`config.mk`:
```
export PLATFORM = sky130hd
export DESIGN_NAME = ram_port_arbiter
export DESIGN_NICKNAME = d
export VERILOG_FILES = /design/src/rtl/ram_port_arbiter.sv
export SDC_FILE = /design/constraint.sdc
export NUM_CORES = 1
export LEC_CHECK = 0
export BUFFER_PORTS_ARGS = -buffer_cell sky130_fd_sc_hd__buf_2
export CAP_MARGIN = 10
export CORE_MARGIN = 1.5
export CORE_UTILIZATION = 45
export CTS_CLUSTER_SIZE = 25
export DETAILED_ROUTE_END_ITERATION = 8
export HOLD_SLACK_MARGIN = 0.1
export PLACE_DENSITY = 0.83
export RECOVER_POWER = 100
export SKIP_CTS_REPAIR_TIMING = 1
export SYNTH_ARGS = -nofsm -noshare
export SYNTH_HDL_FRONTEND = slang
export SYNTH_SLANG_ARGS = --single-unit
```
`constraint.sdc`:
```
create_clock -name clk -period 2.2 [get_ports clk]
set_clock_uncertainty 0.15 [all_clocks]
set_input_delay 0.11 -clock clk [delete_from_list [all_inputs] [get_ports clk]]
set_output_delay 0.11 -clock clk [all_outputs]
set_load 0.005 [all_outputs]
```
`src/rtl/ram_port_arbiter.sv`:
```
// Four-requester round-robin arbiter in front of a single-port RAM.
// Clears the whole RAM after reset, then serialises one read or write at a time.
module ram_port_arbiter #(
    parameter int unsigned DW = 8,
    parameter int unsigned AW = 6
) (
    input  logic                clk,
    input  logic                rst,
    input  logic [3:0]          req,
    input  logic [3:0]          we_req,
    input  logic [4*AW-1:0]     addr_req,
    input  logic [4*DW-1:0]     wdata_req,
    output logic [3:0]          gnt,
    output logic [1:0]          rid,
    output logic [DW-1:0]       rdata,
    output logic                rvalid,
    output logic [AW-1:0]       ram_addr,
    output logic [DW-1:0]       ram_data,
    output logic                ram_we,
    input  logic [DW-1:0]       ram_q,
    output logic                init_done
);

    localparam int unsigned DEPTH = 2 ** AW;
    localparam int unsigned CW    = AW + 1;

    typedef enum logic [1:0] {
        S_INIT   = 2'd0,
        S_IDLE   = 2'd1,
        S_ACCESS = 2'd2,
        S_RDWAIT = 2'd3
    } state_t;

    state_t          r_state, w_state_nxt;
    logic [CW-1:0]   r_cnt, w_cnt_nxt;
    logic [1:0]      r_last, w_last_nxt;
    logic [1:0]      r_sel, w_sel_nxt;
    logic [1:0]      w_sel;
    logic            w_hit;
    logic [3:0]      w_gnt_nxt;
    logic [1:0]      w_rid_nxt;
    logic [DW-1:0]   w_rdata_nxt;
    logic            w_rvalid_nxt;
    logic [AW-1:0]   w_addr_nxt;
    logic [DW-1:0]   w_data_nxt;
    logic            w_we_nxt;
    logic            w_done_nxt;

    // Round-robin pick: first requester at or after last-granted+1.
    always_comb begin
        w_sel = r_last;
        w_hit = 1'b0;
        for (int k = 1; k <= 4; k++) begin
            if (!w_hit && req[2'(r_last + 2'(k))]) begin
                w_hit = 1'b1;
                w_sel = 2'(r_last + 2'(k));
            end
        end
    end

    always_comb begin
        w_state_nxt  = r_state;
        w_cnt_nxt    = r_cnt;
        w_last_nxt   = r_last;
        w_sel_nxt    = r_sel;
        w_gnt_nxt    = 4'b0000;
        w_rid_nxt    = rid;
        w_rdata_nxt  = rdata;
        w_rvalid_nxt = 1'b0;
        w_addr_nxt   = ram_addr;
        w_data_nxt   = ram_data;
        w_we_nxt     = 1'b0;
        w_done_nxt   = init_done;
        case (r_state)
            S_INIT: begin
                // The counter runs one past the last address so the write to the top word completes first.
                if (r_cnt == CW'(DEPTH)) begin
                    w_done_nxt  = 1'b1;
                    w_state_nxt = S_IDLE;
                end else begin
                    w_we_nxt   = 1'b1;
                    w_data_nxt = '0;
                    w_addr_nxt = AW'(r_cnt);
                    w_cnt_nxt  = r_cnt + CW'(1);
                end
            end
            S_IDLE: begin
                if (w_hit) begin
                    w_gnt_nxt   = 4'b0001 << w_sel;
                    w_last_nxt  = w_sel;
                    w_sel_nxt   = w_sel;
                    w_addr_nxt  = addr_req[32'(w_sel) * AW +: AW];
                    w_data_nxt  = wdata_req[32'(w_sel) * DW +: DW];
                    w_we_nxt    = we_req[w_sel];
                    w_state_nxt = S_ACCESS;
                end
            end
            S_ACCESS: begin
                // ram_we still reflects the granted command type here.
                w_state_nxt = ram_we ? S_IDLE : S_RDWAIT;
            end
            S_RDWAIT: begin
                w_rdata_nxt  = ram_q;
                w_rid_nxt    = r_sel;
                w_rvalid_nxt = 1'b1;
                w_state_nxt  = S_IDLE;
            end
            default: w_state_nxt = S_INIT;
        endcase
    end

    always_ff @(posedge clk or negedge rst) begin
        if (!rst) begin
            r_state   <= S_INIT;
            r_cnt     <= '0;
            r_last    <= 2'd3;
            r_sel     <= 2'd0;
            gnt       <= 4'b0000;
            rid       <= 2'd0;
            rdata     <= '0;
            rvalid    <= 1'b0;
            ram_addr  <= '0;
            ram_data  <= '0;
            ram_we    <= 1'b0;
            init_done <= 1'b0;
        end else begin
            r_state   <= w_state_nxt;
            r_cnt     <= w_cnt_nxt;
            r_last    <= w_last_nxt;
            r_sel     <= w_sel_nxt;
            gnt       <= w_gnt_nxt;
            rid       <= w_rid_nxt;
            rdata     <= w_rdata_nxt;
            rvalid    <= w_rvalid_nxt;
            ram_addr  <= w_addr_nxt;
            ram_data  <= w_data_nxt;
            ram_we    <= w_we_nxt;
            init_done <= w_done_nxt;
        end
    end

endmodule

```
==> results.yml <==
run_status:
  status: "finished clean"
pwr:
  max-vdd-ir-drop_mv: 0.606
  p_leak_uw: 0.00170
  powerDensity_mw_per_mm2: 1210
yosys:
  syn_area_mm2: 0.00235
  syn_inst: 206
  yosysWarningCount: 0
  avgSynthCellArea_um2: 11.4
  async_flop_share_pct: 100
  synth_edf_count: 0
  yosys.area.top_type_share_pct: 44.7
  ys_seq_elements: 44
  synth_nets: 287
  yosys.area.top_type: "dfrtp_1"
  ys.flop_type: "dfrtp_1"
  yosys-top-cells-area: "dfrtp_1, mux2i_1, mux2_2"
  ys_seq_area_share_pct: 47.0
  yosysUniqueCellTypes: 41
cts:
  clockRootBuffer: "clkbuf_8"
  worstSkewPairLatency_ns: 0.30
  cts_tree: "built"
  cts.reportedPaths.clkPinSlew_ns: 0.08
  cts_buffer_depth: 2
  h-tree-depth: 2
  cts.sinks: 44
  numCtsBuffers: 5
critical_path:
  crit_path_start_kind: "flip-flop"
  r2r_end: "ram_data[2]$_DFFE_PN0P_"
  path_buf_inv: 2
  r2r_setup_slack_ns: 0.08
  timing.rr.start: "r_last[0]$_DFFE_PN1P_"
  startpoint: "r_last[0]$_DFFE_PN1P_"
  crit_path_end: "ram_data[2]$_DFFE_PN0P_"
  worst_setup_path_end_kind: "flip-flop"
  arrival_ns: 2.13
  cp_max_fo: 9
  critPathKind: "reg -> reg"
  required_ns: 2.21
  crit_family: "flip-flops"
  cp_cell_sequence: "nor3b_1 > a221oi_4 > buf_6 > buf_12 > mux2i_1 > o221ai_1"
  slowest_stage: "dfstp_2"
  r2r_cells: 6
  crit_path_max_incr_delay_ns: 0.60
  cp.depth: 6
cells_and_area:
  layout-drive-gt1-share_pct: 34.0
  final_cell_count_no_fill: 435
  n_antenna_cell: 0
  layout.nets: 445
  final_area_mm2: 0.00351
  area_growth_pct: 49.5
global_route:
  grt_pass1_wl_um: 8650
  grt_max_degree: 25
  grt_pass1_vias: 1871
  grt_overflow: 0
  antenna_found_initial: 0
  grtUsageTotal_pct: 20.8
timing:
  finalMaxSlewViolations: 0
  worstMarginPinSlew_ns: 1.29
  setup_ws_ns: 0.0797
  finalHoldViolations: 0
  period_share_pct: 96.4
  whs_ns: 0.0812
  fmax_mhz: 472
  setup_tns_ns: 0
  setup_violations: 0
  layout_min_cycle_time_ns: 2.12
  slew_headroom_pct: 14.3
detailed_routing:
  dr.pass1.iters: 5
  drt-wirelength-per-cell_um: 16.5
  num_vias: 2312
  drt_iter0_markers: 170
  routed_wl_um: 7200
  drcViolationCount: 0
  ant_nets: 0
  routed_via_density: 5.31
worst_hold_path:
  hold_class: "in -> reg"
  hold_depth: 3
  worstHoldStart: "req[2]"
placed_design:
  dpl_cell_area_mm2: 0.00296
  place_inst: 380
  pre_cts_ws_ns: -0.0200
  numPortBuffers: 104
  dp_hpwl_um: 4530
  gp_congestion: 0.879
die:
  die_h_um: 75.3
  die_area_mm2: 0.00566
  io_pins: 105
  start_util_pct: 46.3
  rows: 26
  fp.dieW_um: 75.3
  core_mm2: 0.00507
run:
  max_cap_violations: 0
-- layer usage --
metal,GRT usage (%),vias to the layer above,routed length (um)
met4,7.54,0,105
li1,-,1067,-
met2,36.9,94,3830
met1,25.0,1142,2740
met3,4.28,9,523
met5,0,-,0
-- cells in the mapped netlist (2+ instances only) --
| library cell | instances |
|---|---|
| a21oi_1 | 5 |
| a221o_1 | 5 |
| a32oi_1 | 4 |
| buf_6 | 4 |
| clkbuf_1 | 3 |
| dfrtp_1 | 42 |
| dfstp_2 | 2 |
| ha_1 | 7 |
| inv_1 | 5 |
| mux2_2 | 11 |
| mux2i_1 | 25 |
| nand2_1 | 28 |
| nand2b_1 | 3 |
| nand3_1 | 2 |
| nand4_1 | 3 |
| nor2_1 | 8 |
| nor2b_1 | 3 |
| nor3_1 | 2 |
| nor3b_1 | 5 |
| o21a_1 | 4 |
| o221ai_1 | 9 |
| o22ai_1 | 2 |
| o31a_1 | 2 |
| xnor2_1 | 3 |
| xor2_1 | 3 |
-- metrics by stage --
step / total power, uW / utilization (%)
2_1_floorplan: 2900 / -
3_3_place_gp: 3490 / 58.4
4_1_cts: 4090 / 60.2
5_1_grt: 4530 / 69.2
3_5_place_dp: 3570 / 58.4
6_report: 4240 / 69.2
-- worst min path at each step --
stage / end / slack [ns]
2_1_floorplan: gnt[0]$_DFF_PN0_ / -0.34
6_report: gnt[3]$_DFF_PN0_ / 0.08
5_1_grt: gnt[3]$_DFF_PN0_ / 0.1
4_1_cts: rdata[6]$_DFFE_PN0P_ / -0.35
3_3_place_gp: rdata[3]$_DFFE_PN0P_ / -0.03
3_5_place_dp: rdata[1]$_DFFE_PN0P_ / -0.03
-- kinds of logic (layout without fill, tap and decap cells) --
logic type	count (synthesis)	after routing	synth area share (%)
AOI/OAI and AO/OA	36	36	13.7
DFF	44	44	47.0
adders and majority gates	7	7	3.73
muxes	36	36	15.9
and+or+nand+nor	61	61	12.9
buffers and inverters	16	175	4.53
xor gates and xnor gates	6	6	2.24
-- state kept, by name (all words and copies together), names as in the netlist --
register / flops
gnt: 4
init_done: 1
r_cnt: 7
r_last: 2
r_sel: 2
r_state: 2
ram_addr: 6
ram_data: 8
ram_we: 1
rdata: 8
rid: 2
rvalid: 1
-- worst min-delay path, delay by kind of cell --
family / cells / cell delay, ns
simple gates: 2 / 0.23
buf+inv: 1 / 0.13
-- placed cells by master, fill, tap and decap left out, types with 3 or more instances in the layout --
cell / n
buf_4: 6
buf_2: 86
clkbuf_8: 6
dlygate4sd3_1: 45
o21a_1: 4
mux2_2: 11
inv_1: 5
nor2b_1: 3
o221ai_1: 9
a32oi_1: 4
ha_1: 7
xor2_1: 3
xnor2_1: 3
nand4_1: 3
dfrtp_1: 42
nand2_1: 29
a21oi_1: 5
nor3b_1: 5
clkbuf_1: 20
a221o_1: 4
mux2i_1: 23
nand2b_1: 3
nor2_1: 8
-- cell type report --
class	instances	area, um2
tap	70	87.6
multi-input combinational	146	1150
fill	368	1560
sequential	44	1100
clock inverter	1	7.51
timing repair buffer	161	1060
clock buffer	7	86.3
inverter	6	22.5
-- power by group --
group	leakage, uW	internal, uW	switching [uW]	total [uW]
Clock	0.0000445	255	269	524
Combinational	0.00111	1130	1130	2250
Sequential	0.000541	1200	267	1460
Note: power is estimated with default switching activity, not from simulation.
